File: config.mk
export PLATFORM = sky130hd
export DESIGN_NAME = muldiv_seq
export DESIGN_NICKNAME = d
export VERILOG_FILES = /design/src/rtl/muldiv_pkg.sv /design/src/rtl/muldiv_signfix.sv /design/src/rtl/muldiv_seq.sv
export SDC_FILE = /design/constraint.sdc
export NUM_CORES = 1
export LEC_CHECK = 0
export ABC_AREA = 0
export BUFFER_PORTS_ARGS = -buffer_cell sky130_fd_sc_hd__buf_2
export CAP_MARGIN = 20
export CELL_PAD_IN_SITES_DETAIL_PLACEMENT = 0
export CELL_PAD_IN_SITES_GLOBAL_PLACEMENT = 1
export CORE_MARGIN = 5
export CORE_UTILIZATION = 42
export CTS_BUF_LIST = sky130_fd_sc_hd__clkbuf_16
export DETAILED_ROUTE_END_ITERATION = 16
export PLACE_DENSITY = 0.94
export SYNTH_ARGS = -nofsm -noshare
export SYNTH_HDL_FRONTEND = slang
export SYNTH_HIERARCHICAL = 1
export SYNTH_SLANG_ARGS = --single-unit
File: constraint.sdc
create_clock -name clk -period 5.1 [get_ports clk]
set_input_delay 0.255 -clock clk [delete_from_list [all_inputs] [get_ports clk]]
set_output_delay 0.255 -clock clk [all_outputs]
set_load 0.02 [all_outputs]
File: src/rtl/muldiv_pkg.sv
// ============================================================================
// Module   : muldiv_pkg
// Purpose  : Shared types and constants for the muldiv_seq sequencer.
//            The NEG state exists only when MULDIV_SIGNED_EN is defined.
// Revision : 1.0
// ============================================================================
`default_nettype none

package muldiv_pkg;

    typedef enum logic [2:0] {
        OP_MUL    = 3'b000,
        OP_MULH   = 3'b001,
        OP_MULHSU = 3'b010,
        OP_MULHU  = 3'b011,
        OP_DIV    = 3'b100,
        OP_DIVU   = 3'b101,
        OP_REM    = 3'b110,
        OP_REMU   = 3'b111
    } op_e;

    typedef enum logic [1:0] {
        ST_IDLE = 2'd0,
        ST_ITER = 2'd1,
`ifdef MULDIV_SIGNED_EN
        ST_NEG  = 2'd2,
`endif
        ST_DONE = 2'd3
    } state_e;

    localparam logic [3:0] ALU_ADD = 4'b0000;
    localparam logic [3:0] ALU_SUB = 4'b0001;

endpackage

`default_nettype wire

File: src/rtl/muldiv_signfix.sv
// ============================================================================
// Module   : muldiv_signfix
// Purpose  : Operand magnitude and result negation helpers for signed RV32M ops.
// Revision : 1.0
// ============================================================================
`default_nettype none

module muldiv_signfix
    import muldiv_pkg::*;
#(
    parameter int DATA_WIDTH = 32
) (
    input  op_e                   acc_op,
    input  logic [DATA_WIDTH-1:0] op_a,
    input  logic [DATA_WIDTH-1:0] op_b,
    output logic [DATA_WIDTH-1:0] mag_a,
    output logic [DATA_WIDTH-1:0] mag_b,
    output logic                  res_neg,
    input  op_e                   run_op,
    input  logic [DATA_WIDTH-1:0] hi,
    input  logic [DATA_WIDTH-1:0] lo,
    output logic [DATA_WIDTH-1:0] negated
);

    logic                    w_a_neg;
    logic                    w_b_neg;
    logic [2*DATA_WIDTH-1:0] w_prod_neg;

    always_comb begin
        w_a_neg = op_a[DATA_WIDTH-1] & (acc_op inside {OP_MULH, OP_MULHSU, OP_DIV, OP_REM});
        w_b_neg = op_b[DATA_WIDTH-1] & (acc_op inside {OP_MULH, OP_DIV, OP_REM});
        mag_a   = w_a_neg ? -op_a : op_a;
        mag_b   = w_b_neg ? -op_b : op_b;
        // Remainder takes the dividend's sign; everything else the sign product.
        res_neg = (acc_op == OP_REM) ? w_a_neg : (w_a_neg ^ w_b_neg);
    end

    always_comb begin
        w_prod_neg = -{hi, lo};
        case (run_op)
            OP_DIV:  negated = -lo;
            OP_REM:  negated = -hi;
            default: negated = w_prod_neg[2*DATA_WIDTH-1:DATA_WIDTH];
        endcase
    end

endmodule

`default_nettype wire

File: src/rtl/muldiv_seq.sv
// ============================================================================
// Module   : muldiv_seq
// Purpose  : Iterative RV32M multiply/divide using the shared ALU add/sub path.
//            Signed support compiled in with `define MULDIV_SIGNED_EN.
// Revision : 1.0
// ============================================================================
`default_nettype none

module muldiv_seq
    import muldiv_pkg::*;
#(
    parameter int DATA_WIDTH     = 32,
    parameter int ALU_CTRL_WIDTH = 4,
    parameter int CNT_WIDTH      = $clog2(DATA_WIDTH) + 1
) (
    input  logic                      clk,
    input  logic                      rst_n,
    input  logic                      Start,
    input  logic [2:0]                Op,
    input  logic [DATA_WIDTH-1:0]     OpA,
    input  logic [DATA_WIDTH-1:0]     OpB,
    input  logic                      Flush,
    output logic                      Busy,
    output logic                      Done,
    output logic [DATA_WIDTH-1:0]     Result,
    output logic                      ALUSel,
    output logic [DATA_WIDTH-1:0]     ALUSrcA,
    output logic [DATA_WIDTH-1:0]     ALUSrcB,
    output logic [ALU_CTRL_WIDTH-1:0] ALUCtrl,
    input  logic [DATA_WIDTH-1:0]     ALUResult,
    input  logic                      ALUCarry
);

    state_e                r_state, w_state_nxt;
    op_e                   r_op, w_op_in;
    logic [CNT_WIDTH-1:0]  r_cnt;
    logic [DATA_WIDTH-1:0] r_acc, r_lo, r_mcand, r_result;
    logic [DATA_WIDTH-1:0] w_load_a, w_load_b, w_sh, w_acc_nxt, w_lo_nxt;
    logic [DATA_WIDTH-1:0] w_run_res, w_dz_res, w_res_val;
    logic                  w_accept, w_load_res, w_ok, w_dz, w_last, w_signed_run;

    assign w_op_in = op_e'(Op);

`ifdef MULDIV_SIGNED_EN
    logic                  r_neg, w_res_neg;
    logic [DATA_WIDTH-1:0] w_negated, w_neg_res;

    muldiv_signfix #(.DATA_WIDTH(DATA_WIDTH)) u_signfix (
        .acc_op  (w_op_in),
        .op_a    (OpA),
        .op_b    (OpB),
        .mag_a   (w_load_a),
        .mag_b   (w_load_b),
        .res_neg (w_res_neg),
        .run_op  (r_op),
        .hi      (r_acc),
        .lo      (r_lo),
        .negated (w_negated)
    );

    assign w_signed_run = r_op inside {OP_MULH, OP_MULHSU, OP_DIV, OP_REM};
    assign w_neg_res    = r_neg ? w_negated : ((r_op == OP_DIV) ? r_lo : r_acc);

    always_ff @(posedge clk) begin
        if (!rst_n)        r_neg <= 1'b0;
        else if (w_accept) r_neg <= w_res_neg;
    end
`else
    assign w_load_a     = OpA;
    assign w_load_b     = OpB;
    assign w_signed_run = 1'b0;
`endif

    // acc doubles as the remainder and lo as the quotient during divides.
    assign w_sh     = {r_acc[DATA_WIDTH-2:0], r_lo[DATA_WIDTH-1]};
    assign w_ok     = r_acc[DATA_WIDTH-1] | ~ALUCarry;
    assign w_dz     = w_op_in[2] & (OpB == '0);
    assign w_dz_res = w_op_in[1] ? OpA : '1;
    assign w_last   = (r_cnt == CNT_WIDTH'(DATA_WIDTH - 1));

    always_comb begin
        if (r_op[2]) begin
            w_acc_nxt = w_ok ? ALUResult : w_sh;
            w_lo_nxt  = {r_lo[DATA_WIDTH-2:0], w_ok};
        end else begin
            w_acc_nxt = {ALUCarry, ALUResult[DATA_WIDTH-1:1]};
            w_lo_nxt  = {ALUResult[0], r_lo[DATA_WIDTH-1:1]};
        end
        w_run_res = (r_op inside {OP_MUL, OP_DIV, OP_DIVU}) ? w_lo_nxt : w_acc_nxt;
    end

    always_ff @(posedge clk) begin
        if (!rst_n) r_state <= ST_IDLE;
        else        r_state <= w_state_nxt;
    end

    always_comb begin
        w_state_nxt = r_state;
        w_accept    = 1'b0;
        w_load_res  = 1'b0;
        w_res_val   = w_run_res;
        Busy        = 1'b0;
        Done        = 1'b0;
        ALUSel      = 1'b0;
        ALUSrcA     = '0;
        ALUSrcB     = '0;
        ALUCtrl     = '0;
        case (r_state)
            ST_IDLE: w_accept = Start;
            ST_ITER: begin
                Busy   = 1'b1;
                ALUSel = 1'b1;
                if (r_op[2]) begin
                    ALUSrcA = w_sh;
                    ALUSrcB = r_mcand;
                    ALUCtrl = ALU_CTRL_WIDTH'(ALU_SUB);
                end else begin
                    ALUSrcA = r_acc;
                    ALUSrcB = r_lo[0] ? r_mcand : '0;
                    ALUCtrl = ALU_CTRL_WIDTH'(ALU_ADD);
                end
                if (w_last) begin
`ifdef MULDIV_SIGNED_EN
                    if (w_signed_run) begin
                        w_state_nxt = ST_NEG;
                    end else
`endif
                    begin
                        w_state_nxt = ST_DONE;
                        w_load_res  = 1'b1;
                    end
                end
            end
`ifdef MULDIV_SIGNED_EN
            ST_NEG: begin
                Busy        = 1'b1;
                w_state_nxt = ST_DONE;
                w_load_res  = 1'b1;
                w_res_val   = w_neg_res;
            end
`endif
            ST_DONE: begin
                Done        = 1'b1;
                w_state_nxt = ST_IDLE;
                w_accept    = Start;
            end
            default: w_state_nxt = ST_IDLE;
        endcase
        if (w_accept) begin
            w_state_nxt = w_dz ? ST_DONE : ST_ITER;
            w_load_res  = w_dz;
            w_res_val   = w_dz_res;
        end
        if (Flush) begin
            w_state_nxt = ST_IDLE;
            w_accept    = 1'b0;
            w_load_res  = 1'b0;
        end
    end

    always_ff @(posedge clk) begin
        if (!rst_n) begin
            r_op    <= OP_MUL;
            r_cnt   <= '0;
            r_acc   <= '0;
            r_lo    <= '0;
            r_mcand <= '0;
        end else if (w_accept) begin
            r_op    <= w_op_in;
            r_cnt   <= '0;
            r_acc   <= '0;
            r_lo    <= w_load_a;
            r_mcand <= w_load_b;
        end else if (r_state == ST_ITER) begin
            r_cnt   <= r_cnt + CNT_WIDTH'(1);
            r_acc   <= w_acc_nxt;
            r_lo    <= w_lo_nxt;
        end
    end

    always_ff @(posedge clk) begin
        if (!rst_n)          r_result <= '0;
        else if (w_load_res) r_result <= w_res_val;
    end

    assign Result = r_result;

endmodule

`default_nettype wire

==> reports/qor.txt <==
Initial DRC Count: 422
Post-cts resize count: 0
Relative slew slack: 0.309
WL final: 23400 µm
Vias in the first global route: 7174
IO Pins: 207
Seq/Total Area, Yosys: 0.346
Worst setup SP type: flip-flop
Placed cells: 1356
Multi-input logic area: 4860 µm²
Clock slew at reported path FFs: 0.06 ns
Power Total: 2920 µW
Yosys cell types: 52
Seq. cell area: 2790 µm²
Clock Latency Late Sink: 0.42 ns
Die Wd: 148 µm
Syn-to-layout area delta: 20.6%
Core Box Area: 18800 µm²
Post-Synthesis Cells: 997
Worst Tran Pin Value: 1.04 ns
CTS sink count: 139
Via Count: 7542
WP data arrival: 2.75 ns
Final std cells w/o fill: 1389
Setup violations, final: 0
Ys async rst share: 0
Worst Hold Endpoint: r_lo[13]
First drt pass iteration count: 4
WS Path Type: flip-flop to primary output
Leading cell type in the layout, fill and taps excluded: buf_2
Tcrit/Tclk final: 0.589
Global-route wire length before repair: 37600 µm
Synth Warn #: 6
Initial antenna violation count: 1
Leakage power: 0.00391 µW
Sw Pwr: 797 µW
Core Rows: 50
Total grt overflow: 0
Die area: 22000 µm²
Maxcap violations: 0
Worst Hold Class: input pin to flip-flop
Avg Cell Area, Syn: 8.07 µm²
# nets final: 1250
Clk buf depth: 2
Worst setup EP type: primary output
DP Wirelength: 16300 µm
Mapped Area: 8050 µm²
Fmax: 333 MHz
Root Buffer: clkbuf_16
PwrDens: 301 nW/µm²
Sw Share: 0.272
Fillcell total: 1792
CP Max Fanout: 82
Pint: 2130 µW
Starting Density: 0.429
Antenna viol nets, final: 0
CTS Hold Bufs: 0
Fin crit period: 3.00 ns
Clock Power Share: 0.450
Max VDD drop: 0.243 mV
Post-synth EDFFs: 0
Worst Hold Slack: 0.0914 ns
Remaining DRCs: 0
Synthesized flop and latch total: 139
Top FF cell, synth: dfxtp_1
Post-route setup TNS: 0 ns
RSZ-0062 raised after global routing: false
Via-per-instance ratio: 5.43
Number of CTS-inserted buffers: 17
Ant diodes: 0
R2R Path Start: r_state[0]
Final Hold Viols: 0
Routability Congestion: 0.863
H-tree levels: 4
Total Routing Usage GR: 0.210
Reg-to-reg endpoint: Result[2]
Share of layout cells above drive strength 1: 0.241
Sequential share of power: 0.400
Highest-count cells in the layout ignoring fill and taps: buf_2, nand2_1, dfxtp_1, mux2i_1, nor2_1
Reg2reg setup slack: 2.21 ns
Required time of the critical path: 4.85 ns
WL/cell: 16.8 µm
Postcts setup bufs: 0
Pin count of the biggest net entering global routing: 93
Worst-case reg-to-reg path depth: 7
Logic pwr share: 0.150
Status: completed
Die Span Y: 148 µm
WHS Path Cells: 3
Port bufs: 203
Skew final: 0.00745 ns
Hold_sp: OpA[13]
Final max-slew violation count: 0
CTS tree: done
cell families (layout without fill, tap and decap cells):
family / count (synthesis) / count (layout) / share of synthesized area
AO/OA/AOI/OAI: 237 / 237 / 0.215
XOR/XNOR: 5 / 5 / 0.00544
adder cells (fa/ha/maj): 4 / 4 / 0.00622
buffers and inverters: 95 / 251 / 0.0550
flip-flops: 139 / 139 / 0.346
multiplexers: 103 / 103 / 0.129
other: 1 / 3 / 0.000466
AND/OR/NAND/NOR: 413 / 413 / 0.243
sequential cells by signal, summed over array words and instances, names as in the netlist:
name and flops:
r_mcand 32, Result 32, r_cnt 6, r_op 3, r_lo 32, r_acc 32
r_state 2
synth_stat cells (all sizes together) (4+ instances only):
| master | instances | share of area |
|---|---|---|
| a211oi | 7 | 0.0065 |
| a221o | 7 | 0.0087 |
| or3 | 25 | 0.020 |
| clkbuf | 62 | 0.029 |
| ha | 4 | 0.0062 |
| a31oi | 32 | 0.025 |
| a21boi | 59 | 0.055 |
| buf | 27 | 0.022 |
| and2 | 40 | 0.031 |
| nor3 | 4 | 0.0039 |
| nand2 | 193 | 0.090 |
| a21o | 24 | 0.022 |
| mux2 | 7 | 0.0098 |
| o22ai | 8 | 0.0062 |
| nor2b | 37 | 0.029 |
| mux2i | 96 | 0.12 |
| o21ai | 36 | 0.024 |
| a32o | 24 | 0.030 |
| nor4 | 8 | 0.010 |
| a21oi | 4 | 0.0025 |
| inv | 4 | 0.0019 |
| a31o | 6 | 0.0065 |
| nor2 | 81 | 0.038 |
| dfxtp | 139 | 0.35 |
| nand2b | 10 | 0.0078 |
| o211ai | 25 | 0.023 |
| nand4 | 4 | 0.0031 |
worst max path at each step:
stage | from | end | slack [ns] | depth (start not counted)
2_1_floorplan | r_state[1] | ALUSrcA[0] | 3.01 | 6
3_3_place_gp | r_state[0] | Result[11] | 2.34 | 7
3_5_place_dp | r_state[0] | Result[10] | 2.21 | 7
4_1_cts | r_op[2] | ALUSrcB[10] | 2.05 | 3
5_1_grt | r_state[0] | ALUSrcA[3] | 1.92 | 4
6_report | r_state[1] | ALUSrcA[3] | 2.10 | 5
routing by layer:
metal	wire length (µm)	GRT usage	vias to the layer above
li1	-	-	3783
met1	11000	0.294	3484
met2	10400	0.319	244
met3	1680	0.0524	29
met4	352	0.0614	2
met5	7	0	-
power by group through the flow:
stage	clock network, µW	registers (µW)	logic, µW
after floorplan	0	1180	316
after global placement	0	1200	417
after detailed placement	0	1200	424
after CTS	1340	1180	426
after global routing	1390	1170	489
final	1320	1170	438
per-stage QoR:
| step | setup WS, ns | instance area (µm²) | utilization |
|---|---|---|---|
| floorplan | 3.01 | 8060 | - |
| global placement | 2.34 | 9050 | 0.482 |
| detailed placement | 2.21 | 9050 | 0.482 |
| CTS | 2.05 | 9680 | 0.516 |
| global route | 1.92 | 9700 | 0.517 |
| finish | 2.10 | 9700 | 0.517 |
critical path, stage by stage (launching register included):
cell and delay, ns:
dfxtp_1 0.33, inv_1 0.11, ha_4 0.51, buf_4 0.87, nor2b_1 0.25, buf_2 0.19
final cells by class:
| type | count | share of cell area |
|---|---|---|
| clock buffer | 17 | 0.0438 |
| clock inverter | 15 | 0.0205 |
| inverter | 4 | 0.00155 |
| multi-input combinational | 765 | 0.501 |
| sequential | 139 | 0.287 |
| tap | 234 | 0.0302 |
| timing repair buffer | 215 | 0.116 |
Note: power is estimated with default switching activity, not from simulation.
